## config.mk

```make
export PLATFORM = sky130hd
export DESIGN_NAME = clock_cal_supervisor
export DESIGN_NICKNAME = d
export VERILOG_FILES = /design/src/rtl/clock_cal_supervisor.sv
export SDC_FILE = /design/constraint.sdc
export NUM_CORES = 1
export LEC_CHECK = 0
export BUFFER_PORTS_ARGS = -buffer_cell sky130_fd_sc_hd__buf_2
export CELL_PAD_IN_SITES_DETAIL_PLACEMENT = 1
export CELL_PAD_IN_SITES_GLOBAL_PLACEMENT = 2
export CORE_AREA = 10 10 159 146
export CTS_CLUSTER_DIAMETER = 60
export DETAILED_ROUTE_END_ITERATION = 6
export DIE_AREA = 0 0 169 156
export PLACE_DENSITY_LB_ADDON = 0.1
export SLEW_MARGIN = 10
export SYNTH_ARGS = -nofsm -noshare
export SYNTH_HDL_FRONTEND = slang
export SYNTH_SLANG_ARGS = --single-unit
```

## constraint.sdc

```tcl
create_clock -name ref_clk -period 10.34 [get_ports ref_clk]
set_clock_uncertainty 0.15 [all_clocks]
set_input_delay 0.517 -clock ref_clk [delete_from_list [all_inputs] [get_ports ref_clk]]
set_output_delay 0.517 -clock ref_clk [all_outputs]
set_load 0.05 [all_outputs]
```

## src/rtl/clock_cal_supervisor.sv

```systemverilog
// Calibration supervisor for the CLOCK block: sequences reset/wait attempts,
// steps the init trim code on error or timeout, and relocks after lock loss.
module clock_cal_supervisor #(
    parameter int unsigned RESET_CYCLES = 100,
    parameter int unsigned TIMEOUT      = 65535,
    parameter int unsigned MAX_RETRY    = 3,
    parameter int unsigned INIT_STEP    = 64
) (
    input  logic        ref_clk,
    input  logic        reset,
    input  logic        req_valid,
    output logic        req_ready,
    input  logic [15:0] req_target,
    input  logic [15:0] req_ref,
    input  logic [8:0]  req_init,
    output logic        clk_resetn,
    output logic [15:0] clk_counter,
    output logic [15:0] clk_ref_counter,
    output logic [8:0]  clk_init,
    input  logic [2:0]  clk_status,
    output logic        locked,
    output logic        failed,
    output logic [1:0]  retries
);

    typedef enum logic [2:0] {
        S_IDLE,
        S_HOLD,
        S_WAIT,
        S_LOCKED,
        S_FAIL
    } state_t;

    localparam logic [31:0] HOLD_LAST   = RESET_CYCLES;
    localparam logic [31:0] TIMER_LAST  = TIMEOUT - 1;
    localparam logic [1:0]  RETRY_LIMIT = MAX_RETRY[1:0];
    localparam logic [8:0]  TRIM_STEP   = INIT_STEP[8:0];

    state_t      state;
    logic [31:0] hold_cnt;
    logic [31:0] timer;
    logic        handshake;
    logic        attempt_bad;
    logic        unused_status;

    // Bit 0 of the CLOCK status carries nothing this stage acts on.
    assign unused_status = clk_status[0];

    assign req_ready = (state == S_IDLE) || (state == S_LOCKED) || (state == S_FAIL);
    assign handshake = req_valid && req_ready;

    // An attempt ends badly on error, or on timeout when no lock arrived in the final cycle.
    assign attempt_bad = clk_status[2] || (!clk_status[1] && (timer == TIMER_LAST));

    // NOTE: all state updates use non-blocking assignments so every register
    // samples the pre-edge values; async reset clears everything without a clock.
    always_ff @(posedge ref_clk or posedge reset) begin
        if (reset) begin
            state           <= S_IDLE;
            hold_cnt        <= '0;
            timer           <= '0;
            clk_resetn      <= 1'b0;
            clk_counter     <= '0;
            clk_ref_counter <= '0;
            clk_init        <= '0;
            locked          <= 1'b0;
            failed          <= 1'b0;
            retries         <= '0;
        end else if (handshake) begin
            clk_counter     <= req_target;
            clk_ref_counter <= req_ref;
            clk_init        <= req_init;
            retries         <= '0;
            locked          <= 1'b0;
            failed          <= 1'b0;
            hold_cnt        <= '0;
            clk_resetn      <= 1'b0;
            state           <= S_HOLD;
        end else begin
            case (state)
                S_HOLD: begin
                    if (hold_cnt == HOLD_LAST) begin
                        clk_resetn <= 1'b1;
                        timer      <= '0;
                        state      <= S_WAIT;
                    end else begin
                        hold_cnt <= hold_cnt + 32'd1;
                    end
                end
                S_WAIT: begin
                    if (attempt_bad) begin
                        clk_resetn <= 1'b0;
                        if (retries < RETRY_LIMIT) begin
                            retries  <= retries + 2'd1;
                            clk_init <= clk_init + TRIM_STEP;
                            hold_cnt <= '0;
                            state    <= S_HOLD;
                        end else begin
                            failed <= 1'b1;
                            state  <= S_FAIL;
                        end
                    end else if (clk_status[1]) begin
                        locked <= 1'b1;
                        state  <= S_LOCKED;
                    end else begin
                        timer <= timer + 32'd1;
                    end
                end
                S_LOCKED: begin
                    // Lock loss: relock with the trim code that last worked.
                    if (!clk_status[1] || clk_status[2]) begin
                        locked     <= 1'b0;
                        retries    <= '0;
                        hold_cnt   <= '0;
                        clk_resetn <= 1'b0;
                        state      <= S_HOLD;
                    end
                end
                default: ;
            endcase
        end
    end

endmodule

```

Yosys cells after proc, flatten, opt, wreduce, memory -nomap -nowiden
Cells that the tools add are included.
{"block": "word_totals", "elab_cells": 95, "output_inout_bits": 47, "ff_bits": 113, "in_bits": 47}
{"block": "classes", "eq_ne": 18, "addsub": 4, "reduce_logical": 22, "bitwise_logic": 1, "n_lt_le_gt_ge": 1, "muxes": 39}
{"op": "$mux W32", "n": 8}
{"op": "$pmux W32 S3", "n": 1}
{"op": "$add A32 B1 Y32 const B", "n": 2}
{"op": "$pmux W32 S2", "n": 1}
{"op": "$mux W9", "n": 4}
{"op": "$eq A32 B16 Y1 const B", "n": 1}
{"op": "$eq A32 B7 Y1 const B", "n": 1}
{"op": "$mux W3", "n": 6}
{"op": "$ne A3 B3 Y1 const B", "n": 6}
{"op": "$reduce_and A4 Y1", "n": 4}
{"op": "$mux W1", "n": 11}
{"op": "$reduce_and A5 Y1", "n": 2}
{"op": "$add A9 B7 Y9 const B", "n": 1}
{"op": "$pmux W3 S3", "n": 1}
{"op": "$mux W2", "n": 4}
{"op": "$ne A2 B2 Y1 const B", "n": 4}
{"op": "$reduce_bool A2 Y1", "n": 4}
{"op": "$eq A3 B2 Y1 const B", "n": 2}
{"op": "$reduce_and A3 Y1", "n": 2}
{"op": "$logic_or A1 B1 Y1", "n": 4}
{"op": "$ne A4 B4 Y1 const B", "n": 1}
{"op": "$pmux W2 S2", "n": 1}
{"op": "$reduce_bool A4 Y1", "n": 1}
{"op": "$eq A3 B1 Y1 const B", "n": 1}
{"op": "other kinds (11)", "n": 12}

Logic depth before layout (Yosys ltp)
Gate-level depths: netlist of run 1.
{"block": "depth", "ltp_word": 6, "depth_mapped": 10, "mapped_depth_nobuf": 8}

Worst setup path before layout of run 1
No wires, ideal clock.
{"block": "synth_timing", "path_type": "reg-to-reg", "startpoint": "register state[2]", "endpoint": "register timer[15]", "n_path_buf": 4, "t_required_ns": 10.095, "t_arrival_ns": 2.155, "slack_ns": 7.939, "path_stages_with_launch": 9, "period_less_slack_ns": 2.401, "setup_ns": 0.095, "path_cell_list": "dfrtp_1 > clkbuf_1 > or3b_1 > clkbuf_1 > or3_1 > a31o_2 > buf_2 > buf_2 > o31ai_1"}
{"block": "synth_between", "elab_chain_len": 6, "elab_cells_between_ends": 15, "classes_between": "eq/ne: 7; mux: 1; bitwise: 1; reduce/logical: 6"}
{"element": "from (decl)", "line_no": "39", "rtl": "state_t state;"}
{"element": "from (signal assigned)", "line_no": "59", "rtl": "state <= S_IDLE;"}
{"element": "from (signal assigned)", "line_no": "78", "rtl": "state <= S_HOLD;"}
{"element": "from (signal assigned)", "line_no": "85", "rtl": "state <= S_WAIT;"}
{"element": "$eq A3 B2 Y1 or $logic_not A3 Y1 (tied branches)", "line_no": "49", "rtl": "assign req_ready = (state == S_IDLE) || (state == S_LOCKED) || (state == S_FAIL);"}
{"element": "$logic_or A1 B1 Y1 (2 in series)", "line_no": "49"}
{"element": "$logic_and A1 B1 Y1", "line_no": "50", "rtl": "assign handshake = req_valid && req_ready;"}
{"element": "$not A1 Y1 (no line)"}
{"element": "$reduce_and A5 Y1 (no line)"}
{"element": "to (signal assigned)", "line_no": "106", "rtl": "timer <= timer + 32'd1;"}
{"element": "to (decl)", "line_no": "41", "rtl": "logic [31:0] timer;"}
Several ways; a longest one is shown, not always the timed one.
A chain may end at the register's enable or synchronous reset.

Worst setup path after layout of run 1
{"block": "layout_timing", "startpoint": "register hold_cnt[3]", "endpoint": "register timer[22]"}
{"block": "layout_between", "elab_chain_len": 3}
{"element": "from (decl)", "line_no": "40", "rtl": "logic [31:0] hold_cnt;"}
{"element": "from (signal assigned)", "line_no": "87", "rtl": "hold_cnt <= hold_cnt + 32'd1;"}
{"element": "$eq A32 B7 Y1", "line_no": "82", "rtl": "if (hold_cnt == HOLD_LAST) begin"}
{"element": "$ne A2 B2 Y1 (no line)"}
{"element": "$reduce_and A5 Y1 (no line)"}
Every way passes these cells.

==> flow_metrics.env, run 1 <==
export IMPL_antenna_found_initial=0
export IMPL_async_reset_ff_frac=1.00
export IMPL_synth_top_cell_by_area="dfrtp_1"
export IMPL_vias_per_cell=5.42
export IMPL_leakagePower_nw=3.34
export IMPL_crit_top_cell="buf_4"
export IMPL_start_kind="flop"
export IMPL_cp_arrival_ns=3.26
export IMPL_critPathMaxStageDelay_ns=0.62
export IMPL_slew_headroom=0.303
export IMPL_yosysSeqAreaShare=0.482
export IMPL_fin_ws_ns=7.24
export IMPL_clockBufferDepth=2
export IMPL_synth_top_cell_area_share=0.482
export IMPL_peakVddDrop_mv=0.109
export IMPL_root_buffer="clkbuf_16"
export IMPL_report_final_setup_viol=0
export IMPL_start_util=0.297
export IMPL_slew_viol_final=0
export IMPL_place_area_mm2=0.00659
export IMPL_post_dp_hpwl_um=12500
export IMPL_cp_required_ns=10.50
export IMPL_grt_pass1_wl_um=29700
export IMPL_vias=5217
export IMPL_drive_above_1_share=0.260
export IMPL_setup_tns_final_ns=0
export IMPL_comb_power_share=0.026
export IMPL_yosys_register_bits=113
export IMPL_core_rowCount=49
export IMPL_synth_area_leaders="dfrtp_1, mux2_2, o21ai_0"
export IMPL_p_per_area_mw_per_mm2=154
export IMPL_rsz0062_at_grt="no"
export IMPL_dr_pass1_iters=4
export IMPL_synth_edf_count=0
export IMPL_path_class="flop to flop"
export IMPL_status="finished clean"
export IMPL_drv_cap=0
export IMPL_fin_util=0.364
export IMPL_h_tree_depth=4
export IMPL_die_w_um=169
export IMPL_holdCritPathClass="input pin to asynchronous set/reset pin"
export IMPL_p_sw_mw=0.265
export IMPL_synth_area_mm2=0.00587
export IMPL_fin_crit_sh=0.300
export IMPL_sw_frac_of_total=0.239
export IMPL_cts_buffers=17
export IMPL_cp_slowest_cell="nor4_2"
export IMPL_p_clk_frac=0.565
export IMPL_cp_top_family="simple AND/OR/NAND/NOR gates"
export IMPL_synth_warning_count=0
export IMPL_syn_area_per_cell_um2=9.59
export IMPL_antenna_left=0
export IMPL_end_kind="flop"
export IMPL_cp_cell_sequence="nor4b_1, nand4_1, nor4_2, buf_4, o22ai_2, buf_4, o21bai_1, a21o_1"
export IMPL_nFillCells=2298
export IMPL_antennaDiodeCount=0
export IMPL_crit_buf_inv=2
export IMPL_wire_per_inst_um=18.8
export IMPL_clk_pin_slew_ns=0.06
export IMPL_ioPinCount=94
export IMPL_grt_util_all_layers=0.138
export IMPL_synth_fp_nets=665
export IMPL_wirelength_um=18100
export IMPL_post_cts_buffers=0
export IMPL_routabilityCongestion=0.771
export IMPL_ctsResizeCount=0
export IMPL_synth_cells=612
export IMPL_area_delta_synth_final_pct=22.8
export IMPL_grt_max_degree=60
export IMPL_cts_hold_buf=0
export IMPL_fin_nets=748
export IMPL_design_core_area_mm2=0.0198
export IMPL_tritoncts="yes"
export IMPL_period_minus_slack_ns=3.10
export IMPL_drc=0
export IMPL_path_max_fanout=32
export IMPL_finalInstanceArea_mm2=0.00721
export IMPL_seq_power_share=0.409
export IMPL_drt_iter0_markers=306
export IMPL_dp_slack_ns=7.18
export IMPL_grt_pass1_vias=5461
export IMPL_dieArea_mm2=0.0264
export IMPL_synth_flop_cell="dfrtp_1"
export IMPL_cts_sinks=113
export IMPL_power_internal_mw=0.844
export IMPL_max_freq_mhz=322
export IMPL_hold_viol=0
export IMPL_io_buffers=92
export IMPL_grt_ovfl_total=0
export IMPL_fp_dieH_um=156
export IMPL_tightest_slew_ns=1.04
export IMPL_insertion_delay_ns=0.42
export IMPL_yosysUniqueCellTypes=59
## worst reg2reg max path, stage by stage (launching register included)
cell and delay [ns]:
dfrtp_1 0.45, nor4b_1 0.52, nand4_1 0.22, nor4_2 0.62, buf_4 0.29, o22ai_2 0.08, buf_4 0.27, o21bai_1 0.20
a21o_1 0.20
## Yosys cell counts, types with 10 or more instances
library cell  number
dfrtp_1          113
nand2_1           59
o21ai_0           53
mux2_2            39
nor2_1            38
nand3_1           32
nor3_1            28
clkbuf_1          27
nand4_1           23
nor4_1            23
a21oi_1           19
and3_1            16
inv_1             15
a221o_1           12
o31ai_1           10
## state kept, by name (all words and copies together) (netlist names)
register         cells
timer               32
clk_ref_counter     16
clk_resetn           1
state                3
retries              2
clk_counter         16
locked               1
failed               1
clk_init             9
hold_cnt            32
## kinds of logic after synthesis
kind of cell    Yosys count  share of synthesized area
buf+inv                  50                     0.0335
mux                      45                     0.0850
flops                   113                      0.482
simple gates            258                      0.231
compound gates          137                      0.152
xor+xnor                  3                    0.00448
fa+ha+maj                 6                     0.0128
## worst paths after layout
path | end | depth (start not counted) | startpoint | slack (ns)
hold / removal | hold_cnt[8]$_DFFE_PP0P_ | 2 | reset | 0.08
min in group ref_clk | clk_counter[10]$_DFFE_PP0N_ | 2 | req_target[10] | 0.18
setup reg to reg | timer[22]$_DFFE_PP0P_ | 8 | hold_cnt[3]$_DFFE_PP0P_ | 7.24
setup / recovery | timer[22]$_DFFE_PP0P_ | 8 | hold_cnt[3]$_DFFE_PP0P_ | 7.24
max in group asynchronous | timer[24]$_DFFE_PP0P_ | 3 | reset | 8.70
hold reg to reg | clk_counter[9]$_DFFE_PP0N_ | 1 | clk_counter[9]$_DFFE_PP0N_ | 0.35
## layout by cell type, fill, tap and decap left out, drive strengths merged, types with 2 or more instances in the layout
cell / n
nor2: 38
buf: 99
o41ai: 4
a41oi: 2
clkinv: 3
nor2b: 8
mux2: 39
mux2i: 6
and3: 16
a31oi: 8
or4: 3
nand2: 59
o21bai: 2
clkinvlp: 2
a21o: 3
o31ai: 10
nand3b: 2
dfrtp: 113
nor3: 28
a22o: 3
nor4b: 3
and2: 5
xnor2: 3
a221o: 12
o21ai: 54
and4: 5
o211ai: 7
nand4: 24
a21oi: 19
bufinv: 3
ha: 6
clkbuf: 17
or3: 4
nor4: 23
nand3: 33
inv: 22
## stage by stage
| step | total power, mW | hold WS, ns | std cells |
|---|---|---|---|
| after global routing | 1.16 | 0.145 | 963 |
| final | 1.11 | 0.0776 | 963 |
| after floorplan | 0.474 | 0.310 | 612 |
| after detailed placement | 0.491 | 0.340 | 931 |
| after global placement | 0.490 | 0.331 | 931 |
| after CTS | 1.13 | 0.103 | 963 |
## metal layers
layer	wire length, um	GRT usage
met1	9320	0.192
met2	7470	0.197
met3	1140	0.0426
met4	193	0.0439
met5	0	0
## power groups by stage
stage	Sequential (mW)	Clock (mW)	Combinational, mW
2_1_floorplan	0.460	0	0.0140
3_3_place_gp	0.461	0	0.0293
3_5_place_dp	0.461	0	0.0301
4_1_cts	0.453	0.649	0.0302
5_1_grt	0.454	0.668	0.0339
6_report	0.453	0.627	0.0289
## layout make-up
class | instances | area [um2] | area share
timing repair buffer | 99 | 513 | 0.0711
clock buffer | 17 | 425 | 0.0590
clock inverter | 15 | 198 | 0.0274
inverter | 15 | 58.8 | 0.00815
multi-input combinational | 449 | 2870 | 0.398
tap | 255 | 319 | 0.0442
sequential | 113 | 2830 | 0.392
No activity file was read; power rests on OpenSTA's default activity.
==> inputs of run 2 (changes only) <==
==> constraint.sdc (replaced) <==
create_clock -name ref_clk -period 2.5 [get_ports ref_clk]
set_clock_uncertainty 0.15 [all_clocks]
set_input_delay 0.125 -clock ref_clk [delete_from_list [all_inputs] [get_ports ref_clk]]
set_output_delay 0.125 -clock ref_clk [all_outputs]
set_load 0.05 [all_outputs]
==> flow_metrics.env, run 2 (synthesis gave the netlist of run 1 again) <==
export IMPL_root_buffer="clkbuf_16"
export IMPL_finalInstanceArea_mm2=0.00865
export IMPL_fin_util=0.437
export IMPL_vias=5738
export IMPL_tightest_slew_ns=0.635
export IMPL_grt_ovfl_total=0
export IMPL_fin_ws_ns=0.0546
export IMPL_slew_viol_final=0
export IMPL_post_dp_hpwl_um=14000
export IMPL_fp_dieH_um=156
export IMPL_antenna_found_initial=0
export IMPL_path_class="flop to flop"
export IMPL_final_cell_mix="dfrtp_1, buf_2, buf_4, nand2_1, dlygate4sd3_1"
export IMPL_dp_slack_ns=-0.141
export IMPL_drt_iter0_markers=327
export IMPL_cp_required_ns=2.67
export IMPL_clockBufferDepth=2
export IMPL_die_w_um=169
export IMPL_tritoncts="yes"
export IMPL_p_total_mw=4.48
export IMPL_start_util=0.297
export IMPL_end_kind="flop"
export IMPL_rsz0062_at_grt="yes"
export IMPL_antenna_left=0
export IMPL_peakVddDrop_mv=0.464
export IMPL_layout_commonest_cell="dfrtp_1"
export IMPL_cp_arrival_ns=2.62
export IMPL_dr_pass1_iters=4
export IMPL_report_final_setup_viol=0
export IMPL_wire_per_inst_um=18.5
export IMPL_h_tree_depth=4
export IMPL_hold_ws_ns=0.185
export IMPL_drc=0
export IMPL_ioPinCount=94
export IMPL_grt_max_degree=56
export IMPL_cts_buffers=17
export IMPL_dieArea_mm2=0.0264
export IMPL_path_max_fanout=8
export IMPL_antennaDiodeCount=0
export IMPL_fin_crit_sh=0.978
export IMPL_p_per_area_mw_per_mm2=519
export IMPL_grt_util_all_layers=0.152
export IMPL_status="finished clean"
export IMPL_period_minus_slack_ns=2.45
export IMPL_place_area_mm2=0.00735
export IMPL_design_core_area_mm2=0.0198
export IMPL_leakagePower_nw=4.08
export IMPL_slew_headroom=0.576
export IMPL_hold_viol=0
export IMPL_holdCritPathClass="input pin to asynchronous set/reset pin"
export IMPL_vias_per_cell=5.22
export IMPL_drv_cap=0
export IMPL_grt_pass1_wl_um=32600
export IMPL_core_rowCount=49
export IMPL_io_buffers=92
export IMPL_insertion_delay_ns=0.43
export IMPL_routabilityCongestion=0.780
export IMPL_cts_sinks=113
export IMPL_grt_pass1_vias=6089
export IMPL_fin_nets=884
export IMPL_wirelength_um=20300
export IMPL_start_kind="flop"
export IMPL_top_regs="hold_cnt: 32 flops, timer: 32 flops"
export IMPL_drive_above_1_share=0.359
export IMPL_max_freq_mhz=409
export IMPL_clk_pin_slew_ns=0.06
export IMPL_area_delta_synth_final_pct=47.3
[run 2: cell types whose count changed in the layout (fill, tap and decap cells not counted), moves of 11 or more]
cell	before	now
dlygate4sd3_1	0	45
o21ai_2	0	11
buf_4	7	85
o21ai_1	1	26
buf_12	0	11
o21ai_0	53	17
[run 2: path summary, 6_finish.rpt]
check                                                 end                      startpoint  slack [ns]  cells past startpoint
hold / removal                   hold_cnt[14]$_DFFE_PP0P_                           reset        0.18                      3
min in group ref_clk          clk_counter[14]$_DFFE_PP0N_                  req_target[14]        0.32                      3
max in group asynchronous      clk_counter[9]$_DFFE_PP0N_                           reset        1.32                      4
hold reg to reg            clk_ref_counter[0]$_DFFE_PP0N_  clk_ref_counter[0]$_DFFE_PP0N_        0.35                      1
setup / recovery                    timer[22]$_DFFE_PP0P_        hold_cnt[27]$_DFFE_PP0P_        0.05                      9
setup reg to reg                    timer[22]$_DFFE_PP0P_        hold_cnt[27]$_DFFE_PP0P_        0.05                      9
[run 2: area by class of cell]
class                   instances  area, um2
clock buffers                  17        425
repair buffers                235       1820
clock inverters                15        150
inverters                      15       60.1
flip-flops and latches        113       2830
multi-input cells             449       3050
fillers                      2208      11200
well taps                     255        319
[run 2: routing by layer]
layer  GRT usage  share of wire
met5           0              0
met4      0.0456          0.011
met3      0.0390          0.058
met2       0.229           0.44
met1       0.208           0.49
[run 2: metrics by stage]
stage	instances	TNS (ns)
after floorplan	612	0
after global placement	1015	-2.62
after detailed placement	1015	-4.12
after CTS	1094	-0.00452
after global routing	1099	-1.63
final	1099	0
[run 2: power by group]
part           leakage [nW]  total, mW  switching [mW]  internal [mW]
logic                  2.29      0.225           0.109          0.116
clock network         0.263       2.39            1.00           1.39
registers              1.53       1.86          0.0170           1.85
[run 2: worst max-delay path, stage by stage (launching register included)]
cell and delay, ns:
dfrtp_1 0.39, nor4b_2 0.28, buf_4 0.16, nand4_1 0.16, nor4_4 0.37, buf_4 0.20
o22ai_4 0.11, buf_12 0.18, o21bai_1 0.15, a21o_1 0.17
[run 2: timing repair]
item | 4_1_cts | 5_1_grt
cloned | 0 | 2
hold buffers | 45 | 0
hold endpoints to repair | 66 | 0
pin swaps | 1 | 14
setup buffers | 2 | 3
setup endpoints to repair | 61 | 67
resized for setup | 6 | 65
